===== config.mk =====
export PLATFORM = sky130hd
export DESIGN_NAME = fuzzy_channel_scheduler
export DESIGN_NICKNAME = d
export VERILOG_FILES = /design/src/rtl/fuzzy_sched_pkg.sv /design/src/rtl/fuzzy_pwm_gen.sv /design/src/rtl/fuzzy_channel_scheduler.sv
export SDC_FILE = /design/constraint.sdc
export NUM_CORES = 1
export LEC_CHECK = 0
export CAP_MARGIN = 20
export CORE_UTILIZATION = 50
export CTS_CLUSTER_DIAMETER = 50
export CTS_CLUSTER_SIZE = 14
export DETAILED_ROUTE_END_ITERATION = 7
export PLACE_DENSITY = 0.87
export SYNTH_ARGS = -nofsm -noshare
export SYNTH_HDL_FRONTEND = slang
export SYNTH_HIERARCHICAL = 1
export SYNTH_SLANG_ARGS = --single-unit

===== constraint.sdc =====
create_clock -name clk -period 2.3 [get_ports clk]
set_input_delay 0.575 -clock clk [delete_from_list [all_inputs] [get_ports clk]]
set_output_delay 0.575 -clock clk [all_outputs]
set_load 0.02 [all_outputs]

===== src/rtl/fuzzy_sched_pkg.sv =====
// Shared types and helpers for the fuzzy channel scheduler.
// Latency: n/a (declarations only).
// Backpressure: n/a.
package fuzzy_sched_pkg;

  localparam int DW_DEF  = 8;   // default width of T, L and pw
  localparam int PWM_CW  = 8;   // PWM counter width, period 2**PWM_CW cycles
  localparam int MAX_NCH = 8;   // widest channel set the 3-bit index can address

  typedef enum logic [1:0] {
    ST_IDLE,
    ST_LOAD,
    ST_SETTLE,
    ST_CAPTURE
  } state_e;

  // First enabled channel strictly after 'last', wrapping modulo nch.
  // If only 'last' itself is enabled it is returned (back-to-back service).
  function automatic logic [2:0] rr_next(input logic [MAX_NCH-1:0] en,
                                         input logic [2:0]         last,
                                         input int                 nch);
    logic [2:0] pick;
    logic       found;
    int         idx;
    pick  = last;
    found = 1'b0;
    for (int k = 1; k <= MAX_NCH; k++) begin
      idx = (int'(last) + k) % nch;
      if (!found && (k <= nch) && en[idx[2:0]]) begin
        pick  = idx[2:0];
        found = 1'b1;
      end
    end
    return pick;
  endfunction

endpackage


===== src/rtl/fuzzy_pwm_gen.sv =====
// Per-channel PWM from captured pw values via shadow registers and a free-running counter.
// Latency: a new pw takes effect at the start of the next full PWM period; enable gating is combinational.
// Backpressure: none.
module fuzzy_pwm_gen
  import fuzzy_sched_pkg::*;
#(
  parameter int NCH = 4,
  parameter int DW  = DW_DEF
) (
  input  logic              clk_i,
  input  logic              rst_ni,
  input  logic [NCH*DW-1:0] pw_i,
  input  logic [NCH-1:0]    en_i,
  output logic [NCH-1:0]    pwm_o
);

  logic [PWM_CW-1:0] cnt_q;
  logic [NCH*DW-1:0] shadow_q;
  logic [DW-1:0]     cnt_cmp;

  // Free-running period counter.
  always_ff @(posedge clk_i or negedge rst_ni) begin
    if (!rst_ni) cnt_q <= '0;
    else         cnt_q <= cnt_q + 1'b1;
  end

  // Shadow copies only change on the last cycle of a period, so no period is cut short or stretched.
  always_ff @(posedge clk_i or negedge rst_ni) begin
    if (!rst_ni)                        shadow_q <= '0;
    else if (cnt_q == {PWM_CW{1'b1}})   shadow_q <= pw_i;
  end

  assign cnt_cmp = DW'(cnt_q);

  // Compare per channel; a disabled channel is forced low at once.
  always_comb begin
    pwm_o = '0;
    for (int i = 0; i < NCH; i++) begin
      pwm_o[i] = en_i[i] && (cnt_cmp < shadow_q[i*DW +: DW]);
    end
  end

endmodule


===== src/rtl/fuzzy_channel_scheduler.sv =====
// Round-robin time-multiplexing of one shared fuzzy controller across NCH sensor channels, plus per-channel PWM.
// Latency: SETTLE_CYC+3 cycles per channel service from IDLE; upd_valid/pw_out appear the cycle after CAPTURE.
// Backpressure: none; the controller output is sampled blindly after SETTLE_CYC cycles of stable inputs.
module fuzzy_channel_scheduler
  import fuzzy_sched_pkg::*;
#(
  parameter int NCH        = 4,
  parameter int SETTLE_CYC = 16,
  parameter int DW         = DW_DEF
) (
  input  logic              clk,
  input  logic              rst_n,
  input  logic [NCH*DW-1:0] t_in,
  input  logic [NCH*DW-1:0] l_in,
  input  logic [NCH-1:0]    ch_en,
  output logic [DW-1:0]     fz_t,
  output logic [DW-1:0]     fz_l,
  input  logic [DW-1:0]     fz_pw,
  output logic [NCH*DW-1:0] pw_out,
  output logic              upd_valid,
  output logic [2:0]        upd_ch,
  output logic              busy,
  output logic [NCH-1:0]    pwm_out
);

  localparam int CW = (SETTLE_CYC > 1) ? $clog2(SETTLE_CYC) : 1;

  state_e             state_q, state_d;
  logic [2:0]         ch_q, ch_d;
  logic [2:0]         last_q, last_d;
  logic [CW-1:0]      cnt_q, cnt_d;
  logic [DW-1:0]      fz_t_q, fz_l_q;
  logic [NCH*DW-1:0]  pw_q;
  logic               upd_valid_q;
  logic [2:0]         upd_ch_q;
  logic [MAX_NCH-1:0] en_ext;
  logic               cur_en;
  logic [DW-1:0]      t_sel, l_sel;
  logic               load_go, cap_go;

  assign en_ext = MAX_NCH'(ch_en);
  assign cur_en = en_ext[ch_q];

  // Select the T/L pair of the channel being served.
  always_comb begin
    t_sel = '0;
    l_sel = '0;
    for (int i = 0; i < NCH; i++) begin
      if (ch_q == 3'(i)) begin
        t_sel = t_in[i*DW +: DW];
        l_sel = l_in[i*DW +: DW];
      end
    end
  end

  // FSM state register with channel, last-served pointer and settle counter.
  always_ff @(posedge clk or negedge rst_n) begin
    if (!rst_n) begin
      state_q <= ST_IDLE;
      ch_q    <= '0;
      last_q  <= 3'(NCH - 1);
      cnt_q   <= '0;
    end else begin
      state_q <= state_d;
      ch_q    <= ch_d;
      last_q  <= last_d;
      cnt_q   <= cnt_d;
    end
  end

  // Next state: pick, load, settle, capture; dropping the served channel's enable aborts without capture.
  always_comb begin
    state_d = state_q;
    ch_d    = ch_q;
    last_d  = last_q;
    cnt_d   = cnt_q;
    case (state_q)
      ST_IDLE: begin
        if (|ch_en) begin
          ch_d    = rr_next(en_ext, last_q, NCH);
          state_d = ST_LOAD;
        end
      end
      ST_LOAD: begin
        if (!cur_en) begin
          state_d = ST_IDLE;
        end else begin
          cnt_d   = CW'(SETTLE_CYC - 1);
          state_d = ST_SETTLE;
        end
      end
      ST_SETTLE: begin
        if (!cur_en)           state_d = ST_IDLE;
        else if (cnt_q == '0)  state_d = ST_CAPTURE;
        else                   cnt_d   = cnt_q - 1'b1;
      end
      ST_CAPTURE: begin
        last_d  = ch_q;
        state_d = ST_IDLE;
      end
      default: state_d = ST_IDLE;
    endcase
  end

  // FSM outputs: busy flag and the load/capture strobes for the datapath.
  always_comb begin
    busy    = (state_q != ST_IDLE);
    load_go = (state_q == ST_LOAD) && cur_en;
    cap_go  = (state_q == ST_CAPTURE);
  end

  // Controller inputs are latched once at LOAD and held until the next LOAD; pw is captured per channel.
  always_ff @(posedge clk or negedge rst_n) begin
    if (!rst_n) begin
      fz_t_q      <= '0;
      fz_l_q      <= '0;
      pw_q        <= '0;
      upd_valid_q <= 1'b0;
      upd_ch_q    <= '0;
    end else begin
      upd_valid_q <= cap_go;
      if (load_go) begin
        fz_t_q <= t_sel;
        fz_l_q <= l_sel;
      end
      if (cap_go) upd_ch_q <= ch_q;
      for (int i = 0; i < NCH; i++) begin
        if (cap_go && (ch_q == 3'(i))) pw_q[i*DW +: DW] <= fz_pw;
      end
    end
  end

  assign fz_t      = fz_t_q;
  assign fz_l      = fz_l_q;
  assign pw_out    = pw_q;
  assign upd_valid = upd_valid_q;
  assign upd_ch    = upd_ch_q;

  fuzzy_pwm_gen #(
    .NCH (NCH),
    .DW  (DW)
  ) u_pwm (
    .clk_i  (clk),
    .rst_ni (rst_n),
    .pw_i   (pw_q),
    .en_i   (ch_en),
    .pwm_o  (pwm_out)
  );

endmodule


==> summary.md, run 1 <==
For the final database, setup skew stands at 11.05 ps. The power density over the cells came out at 998.2 mW/mm². Compared with the post-synthesis result, the final layout area differs by 36.22%.

TritonCTS built the clock tree. The post-route clock period utilization is 108.3%, and the overall die area is 0.01123 mm². For the number of global-route vias before repair, the log shows 4390. Number of clock sinks: 103. The fraction of layout cells with a size suffix above 1 is 29.69%, and the HPWL after detailed placement is 10330 µm.

The number of pins exceeding their max-slew limit in the final report came out at 0. The run gives 1920 ps as the data arrival at the endpoint of the critical path. After clock tree synthesis, the flow added hold-fix buffers numbering 0.

Measured along the y axis, the die boundary spans 106.0 µm. The routed design has 13770 µm of wire. The cell area that synthesis handed to floorplanning was 0.005403 mm².

The floorplan has 37 rows. The number of hold-slack violations in the final timing report is 0, and the share of async-settable or async-resettable flops after synthesis is 100.0%. Setup violations remaining at the end of the flow were counted as 4.

The first global-routing pass estimated 21940 µm of wire. The endpoint identified for the worst register-to-register timing path is u_pwm/shadow_q[18]. The routed layout has 3987 vias. The leakage power figure is 3.243 nW, and the count of inserted antenna diode cells is 0.

The slack of the critical path was -191.8 ps; the maximum buffer depth of the clock tree was 2. The final layout contains 689 nets. The final reports fail on setup timing.

The flow ran to the end, but the final reports show violations. The worst pin sits at a relative slew slack of 58.99%. The final routed wire length divided by cell count is 19.07 µm, and the number of antenna violations at the first check in global routing is 0.

Leading register cell type out of synthesis: sky130_fd_sc_hd__dfrtp_1. Before CTS, the worst setup slack after placement is -514.6 ps. The later pin in the worst-skew pair is clocked with a latency of 370 ps. In the post-synthesis netlist, the biggest area contributors are sky130_fd_sc_hd__dfrtp_1, sky130_fd_sc_hd__mux2_2, sky130_fd_sc_hd__ha_1, sky130_fd_sc_hd__mux4_2, sky130_fd_sc_hd__inv_1.

For this run, the register share of the synthesized area comes to 47.75%. The initial utilization of the core area, before any placement, comes to 51.87%. Of all nets on the critical path, the largest fanout is 5. The startpoint identified for the worst register-to-register timing path is u_pwm/cnt_cmp[0]. Instance count of the mapped netlist: 425.

Of all cell types, the one taking the most synthesized area is sky130_fd_sc_hd__dfrtp_1. Cells fill 70.65% of the core in the end. The setup check on the worst reg-to-reg path leaves a slack of 320 ps. The worst setup path is captured at an output pin. A synthesized cell averages 12.71 µm².

Of the post-synthesis cell area, the dominant cell type holds 46.78%. Counting flops with a built-in enable in the synthesized netlist gives 0. Across the run, the number of max-cap violations was 0.

The synthesized netlist contains 56 unique library cells. The tools report the CTS buffer count as 9. The tools report the root buffer selected by CTS as sky130_fd_sc_hd__clkbuf_8. The average vias per placed instance came out at 5.522. Setup repair after global routing could not meet its margin everywhere. The required time of the critical path was 1730 ps; the number of H-tree branching levels was 3.

The boundary pin count was 135. The minimum period implied by the final worst setup slack works out to 2492 ps. The clock-pin transition on the worst setup and hold timing paths works out to 100 ps. The slew at the pin closest to its max-slew limit was 613.4 ps; the post-route antenna net violation count was 0. Synthesized net count: 533. Routability-driven placement finished with a final weighted congestion of 0.9302. First-iteration detailed-routing DRC count: 212. The worst setup path is launched from a flop. After floorplanning, the core was sized to cover 0.01042 mm². The number of port buffers was 134.

By startpoint and endpoint, the worst setup path is classified as flop to output pin. The type of the tightest min-delay check was primary input to asynchronous set/reset pin. The number of cells on the worst reg-to-reg path is 6. Global routing finished with a remaining overflow of 0. Yosys instantiated no cell more often than sky130_fd_sc_hd__dfrtp_1. The first detailed-routing pass ran for 4 iterations. Entering global routing, the biggest net connects 38 pins. The global-route usage over all layers is 25.44%, and the remaining routing DRC violations is 0. The synthesis-stage register bit count was 103; the horizontal die dimension was 106.0 µm.

Static timing analysis puts the maximum clock frequency at 401.3 MHz. Number of warnings reported in the yosys synthesis log: 6. Sorting the synthesized cells by how often they occur yields sky130_fd_sc_hd__dfrtp_1, sky130_fd_sc_hd__mux2_2, sky130_fd_sc_hd__inv_1. VDD sags by at most 0.0009539 V. The run gives 7.346 mW as the overall power.
through the flow:
| stage | instance area [µm²] | instances | hold slack, ps | TNS (ps) |
|---|---|---|---|---|
| floorplan | 5403 | 425 | 279.4 | 0 |
| global placement | 7004 | 705 | 461.5 | -5254 |
| detailed placement | 7004 | 705 | 473.6 | -5680 |
| CTS | 7307 | 721 | 157.3 | -731.3 |
| global route | 7360 | 722 | 171.1 | -904.9 |
| finish | 7360 | 722 | 157.4 | -673.3 |
final cells by class:
class | count | area, µm²
multi-input combinational | 264 | 2665
fill | 716 | 3057
tap | 136 | 170.2
clock inverter | 6 | 73.82
clock buffer | 10 | 137.6
inverter | 40 | 150.1
timing repair buffer | 163 | 1578
sequential | 103 | 2585
cells by family after synthesis:
kind of cell,after synthesis,share of synthesized area [%]
multiplexers,87,21.68
AND/OR/NAND/NOR,84,9.102
XOR/XNOR,7,1.135
adder cells (fa/ha/maj),30,6.948
flip-flops,103,47.75
buffers and inverters,58,5.419
AO/OA/AOI/OAI,56,7.967
sequential cells by signal (all words and copies together), names as in the netlist:
register / flops
ch_q: 3
cnt_q: 4
fz_l: 8
fz_t: 8
last_q: 3
pw_out: 32
state_q: 2
u_pwm/cnt_cmp: 8
u_pwm/shadow_q: 32
upd_ch: 2
upd_valid: 1
placed cells by master (no fill, tap or decap), types with 4 or more instances in the layout:
| cell | n |
|---|---|
| sky130_fd_sc_hd__mux2_2 | 61 |
| sky130_fd_sc_hd__dfrtp_1 | 97 |
| sky130_fd_sc_hd__buf_4 | 31 |
| sky130_fd_sc_hd__xnor2_1 | 4 |
| sky130_fd_sc_hd__clkdlybuf4s50_1 | 128 |
| sky130_fd_sc_hd__nand2b_1 | 20 |
| sky130_fd_sc_hd__mux4_2 | 16 |
| sky130_fd_sc_hd__ha_1 | 25 |
| sky130_fd_sc_hd__dfrtp_2 | 4 |
| sky130_fd_sc_hd__nor3b_1 | 4 |
| sky130_fd_sc_hd__inv_1 | 39 |
| sky130_fd_sc_hd__mux2_1 | 6 |
| sky130_fd_sc_hd__clkbuf_8 | 10 |
| sky130_fd_sc_hd__ha_4 | 5 |
| sky130_fd_sc_hd__o21ai_2 | 13 |
| sky130_fd_sc_hd__nand2_1 | 21 |
| sky130_fd_sc_hd__o21ai_1 | 6 |
| sky130_fd_sc_hd__nor2_1 | 11 |
| sky130_fd_sc_hd__a21o_1 | 7 |
worst max-delay path, cell delays in order, from the launching register on:
cell and delay [ps]:
sky130_fd_sc_hd__dfrtp_2 470, sky130_fd_sc_hd__ha_1 220, sky130_fd_sc_hd__a211oi_2 230, sky130_fd_sc_hd__o21ai_1 130, sky130_fd_sc_hd__a221oi_2 300, sky130_fd_sc_hd__buf_4 180
power breakdown:
group	switching, mW	internal (mW)
clock	0.657	0.549
combinational	1.63	1.78
sequential	0.398	2.33
repair_timing:
item                                    CTS  global route
gates resized for setup                  42            10
pin swaps                                10             7
endpoints found under the setup margin    4             5
buffers inserted                          0             1
how the worst max path moves through the flow:
stage | startpoint | end | slack [ps] | cells past startpoint
after floorplan | u_pwm/cnt_cmp[3] | pwm_out[0] | 40 | 4
after global placement | ch_en[0] | pwm_out[0] | -480 | 4
after detailed placement | ch_en[0] | pwm_out[0] | -510 | 4
after CTS | u_pwm/cnt_cmp[3] | pwm_out[0] | -190 | 5
after global routing | u_pwm/cnt_cmp[1] | pwm_out[3] | -250 | 5
final | u_pwm/cnt_cmp[2] | pwm_out[2] | -190 | 5
per-layer routing:
layer  vias to the layer above  part of all wire [%]  track usage, %
met4                         0                   2.8           10.12
li1                       1834                     -               -
met2                       145                    52           44.68
met1                      1981                    39           29.83
met3                        27                   6.4           6.376
met5                         -                     0               0
(Power assumes the default switching activity.)
==> run 2: changes to the inputs <==
--- a/config.mk
+++ b/config.mk
@@ -8,7 +8,7 @@
 export CAP_MARGIN = 20
 export CORE_UTILIZATION = 50
 export CTS_CLUSTER_DIAMETER = 50
-export CTS_CLUSTER_SIZE = 14
+export CTS_CLUSTER_SIZE = 20
 export DETAILED_ROUTE_END_ITERATION = 7
 export PLACE_DENSITY = 0.87
 export SYNTH_ARGS = -nofsm -noshare
==> results of run 2 <==
No change in the layout: final DEF, timing and power equal those of run 1.
==> run 3: changes to the inputs <==
--- a/config.mk
+++ b/config.mk
@@ -10,7 +10,7 @@
 export CTS_CLUSTER_DIAMETER = 50
 export CTS_CLUSTER_SIZE = 20
 export DETAILED_ROUTE_END_ITERATION = 7
-export PLACE_DENSITY = 0.87
+export PLACE_DENSITY = 0.9
 export SYNTH_ARGS = -nofsm -noshare
 export SYNTH_HDL_FRONTEND = slang
 export SYNTH_HIERARCHICAL = 1
==> run 3 against run 2 <==
The run still ends with setup timing left. Worst setup slack lost 47 ps. Final cell count shrank 0.28%. Non-clock buffer count shrank 1. Via count rose by 0.88%. Clock skew decreased by 3.8 ps. Core utilization grew 0.40 points. Sequential cell count unchanged. Global-route usage is 0.60 points higher. First-iteration DRC count fell by 18%. Die area did not move. Hold slack gained 1.2 ps. Largest cell class unchanged. Largest power group unchanged.
==> summary.md, run 3 (synthesis results as in run 1) <==
Design internal power: 4.842 mW (+3.9%). The leading cell type in the layout, fill and taps excluded is sky130_fd_sc_hd__clkdlybuf4s50_1. The worst setup path is captured at an output pin. The tools report the first-pass iteration count of the detailed router as 5 (+1).

The HPWL after detailed placement came out at 10120 µm (-2.0%). The slowest stage of the critical path belongs to the cell sky130_fd_sc_hd__dfrtp_2. The logs give 682 (-4.7%) for the filler cell count in the final layout and 7.251 ps (-3.794 ps) for the clock skew.

The tools report the switching power total as 2.638 mW (-1.7%). The number of clock sinks is 103 (unchanged). Biggest fanout along the worst timing path: 5 (unchanged).

Placement-stage cell area: 0.007017 mm² (+0.18%). The largest vdd supply drop was 0.0006475 V (-32%); the number of global-route vias before repair was 4314 (-1.7%). The clock insertion delay at the later pin of the skew report is 370 ps (about the same). Setup repair after global routing could not meet its margin everywhere.

The global-route wire length before repair is 22130 µm (+0.85%). In the layout the commonest cells are sky130_fd_sc_hd__clkdlybuf4s50_1, sky130_fd_sc_hd__dfrtp_1, sky130_fd_sc_hd__mux2_2. The root buffer cell chosen for the clock tree is sky130_fd_sc_hd__clkbuf_8. Number of port buffers: 134 (unchanged).

The tools report the maximum buffer depth of the clock tree as 2 (unchanged). The run gives 51.87% (unchanged) as the initial core utilization. Number of hold-slack violations in the final timing report: 0 (unchanged). The final wirelength was 14240 µm (+3.4%).

TritonCTS built the clock tree. The run gives 0 (unchanged) as the count of maximum capacitance violations. The first element of the critical path was u_pwm/cnt_cmp[3]. The run gives 45.6% (-0.8 points) as the share of total power in combinational logic. The tools report the sequential share of power as 36.6% (-0.5 points).

The global placer's final weighted congestion came out at 0.9291 (-0.12%). Post-route antenna net violation count: 0 (unchanged). The run gives 37 (unchanged) as the number of rows in the core area. The checks that failed: setup timing. The required time of the critical path is 1730 ps (about the same). The remaining global-route overflow was 0 (unchanged).

The run gives 17.8% (+1.4 points) as the clock share of power. The logs give 688 (-0.15%) for the layout net count and 158.6 ps (+1.204 ps) for the worst hold slack. The multi-input logic area is 0.002680 mm² (+0.56%), and the power density over the cells is 1011 mW/mm² (+1.3%). The slack of the critical path is -238.9 ps (-47.08 ps), and the count of inserted antenna diode cells is 0 (unchanged). Walking the worst path, the cells encountered are ha_4 -> a211oi_2 -> o21ai_1 -> a221oi_2 -> buf_4. Type of the tightest min-delay check: primary input to asynchronous set/reset pin. The area growth from synthesis to layout is 36.98%. The boundary pin count was 135 (unchanged); the data arrival at the endpoint of the critical path was 1960 ps (+40 ps). The number of pins exceeding their max-slew limit in the final report is 0 (unchanged), and the remaining routing DRC violations is 0 (unchanged). For the storage element area, the log shows 0.002584 mm² (about the same). Final routed wire length divided by cell count: 19.78 µm (+3.7%).

The horizontal die dimension was 106.0 µm (unchanged). The number of antenna violations at the first check in global routing is 0 (unchanged), and the number of H-tree branching levels is 3 (unchanged). The clock-pin transition on the worst setup and hold timing paths is 100 ps (about the same), and the slew at the pin closest to its max-slew limit is 616.0 ps (+2.621 ps). Fraction of power spent switching nets: 35.27% (-1.3 points). Minimum period implied by the final worst setup slack: 2539 ps (+47.08 ps). The total number of vias was 4022 (+0.88%); the post-route clock period utilization was 110.4% (+2.0 points). The final cell area excluding filler cells was 0.007401 mm² (+0.56%). The critical path in this run is classified as flop to output pin.

The worst slack at placement was -511.1 ps (+3.470 ps). The overall die area came out at 0.01123 mm² (unchanged). The worst register-to-register path begins at u_pwm/cnt_cmp[1]. The run gives 3.249 nW (+0.20%) as the leakage power figure. The maximum clock frequency was 393.9 MHz (-1.9%). The worst setup path is launched from a flop. Global-route usage over all layers: 26.04% (+0.60 points).

The post-CTS setup buffer count was 0 (unchanged); the average vias per placed instance was 5.586 (+1.2%). The run finished, with violations left. The tools report the count of endpoints failing setup in the final report as 4 (unchanged). Maximum number of pins on one net before global-route repair: 47 (+24%).

The die extent in y came out at 106.0 µm (unchanged). The fraction of layout cells with a size suffix above 1 was 28.77% (-0.93 points). The worst slew margin relative to its limit was 58.82% (-0.18 points). The CTS buffer count is 9 (unchanged), and the first-iteration detailed-routing DRC count is 173 (-18%). Core area: 0.01042 mm² (unchanged). The critical path's largest stage delay came out at 500 ps (+30 ps).
run 3: cell count changes in the layout (fill, tap and decap cells not counted), moves of 2 or more:
cell / previous run / this run
sky130_fd_sc_hd__bufinv_16: 1 / 3
sky130_fd_sc_hd__inv_6: 3 / 1
sky130_fd_sc_hd__nand2_2: 3 / 1
sky130_fd_sc_hd__nand2_1: 21 / 23
sky130_fd_sc_hd__clkinv_4: 2 / 0
sky130_fd_sc_hd__buf_4: 31 / 29
run 3: per-layer routing:
| layer | vias up | share of wire (%) | wire length (µm) | global-route usage, % |
|---|---|---|---|---|
| met1 | 2009 | 40 | 5693 | 30.32 |
| met5 | - | 0 | 0 | 0 |
| met2 | 148 | 52 | 7347 | 46.50 |
| met3 | 34 | 5.5 | 786 | 5.702 |
| met4 | 0 | 2.9 | 414 | 10.62 |
| li1 | 1831 | - | - | - |
run 3: layout make-up:
| class | instances | share of cell area [%] |
|---|---|---|
| Clock inverter | 5 | 1.437 |
| Multi-Input combinational cell | 264 | 36.21 |
| Sequential cell | 103 | 34.91 |
| Tap cell | 136 | 2.299 |
| Inverter | 40 | 2.029 |
| Timing Repair Buffer | 162 | 21.39 |
| Clock buffer | 10 | 1.724 |
run 3: repair_timing:
item / 4_1_cts / 5_1_grt
hold endpoints to repair: 0 / 0
setup endpoints to repair: 4 / 5
gates resized for setup: 42 / 9
pin swaps: 14 / 4
hold buffers: 0 / 0
cloned: 0 / 0
run 3: critical path, delay by kind of cell (launching register included):
kind                       cells  cell delay, ps
DFF                            1             500
adders and majority gates      1             260
buffers and inverters          1             190
AOI/OAI and AO/OA              3             660
run 3: final timing paths:
check | endpoint | slack [ps] | depth (start not counted)
min in group clk | fz_t[5] | 490 | 2
setup reg to reg | u_pwm/shadow_q[4] | 370 | 6
setup / recovery | pwm_out[2] | -240 | 5
max in group asynchronous | u_pwm/cnt_cmp[1] | 1430 | 2
hold reg to reg | fz_t[5] | 490 | 2
hold / removal | fz_t[6] | 160 | 1
run 3: through the flow:
stage / setup TNS, ps / utilization, % / power, mW / std cells
6_report: -880.4 / 71.05 / 7.480 / 720
5_1_grt: -1096 / 71.05 / 7.871 / 720
4_1_cts: -702.4 / 70.49 / 7.535 / 720
3_5_place_dp: -4530 / 67.36 / 6.206 / 705
3_3_place_gp: -3931 / 67.36 / 6.074 / 705
2_1_floorplan: 0 / - / 4.739 / 425
run 3: power groups by stage:
stage | Sequential (mW) | Clock [mW] | Combinational [mW]
after floorplan | 3.20 | 0 | 1.54
after global placement | 2.73 | 0 | 3.34
after detailed placement | 2.77 | 0 | 3.44
after CTS | 2.74 | 1.35 | 3.45
after global routing | 2.81 | 1.42 | 3.64
final | 2.73 | 1.33 | 3.41
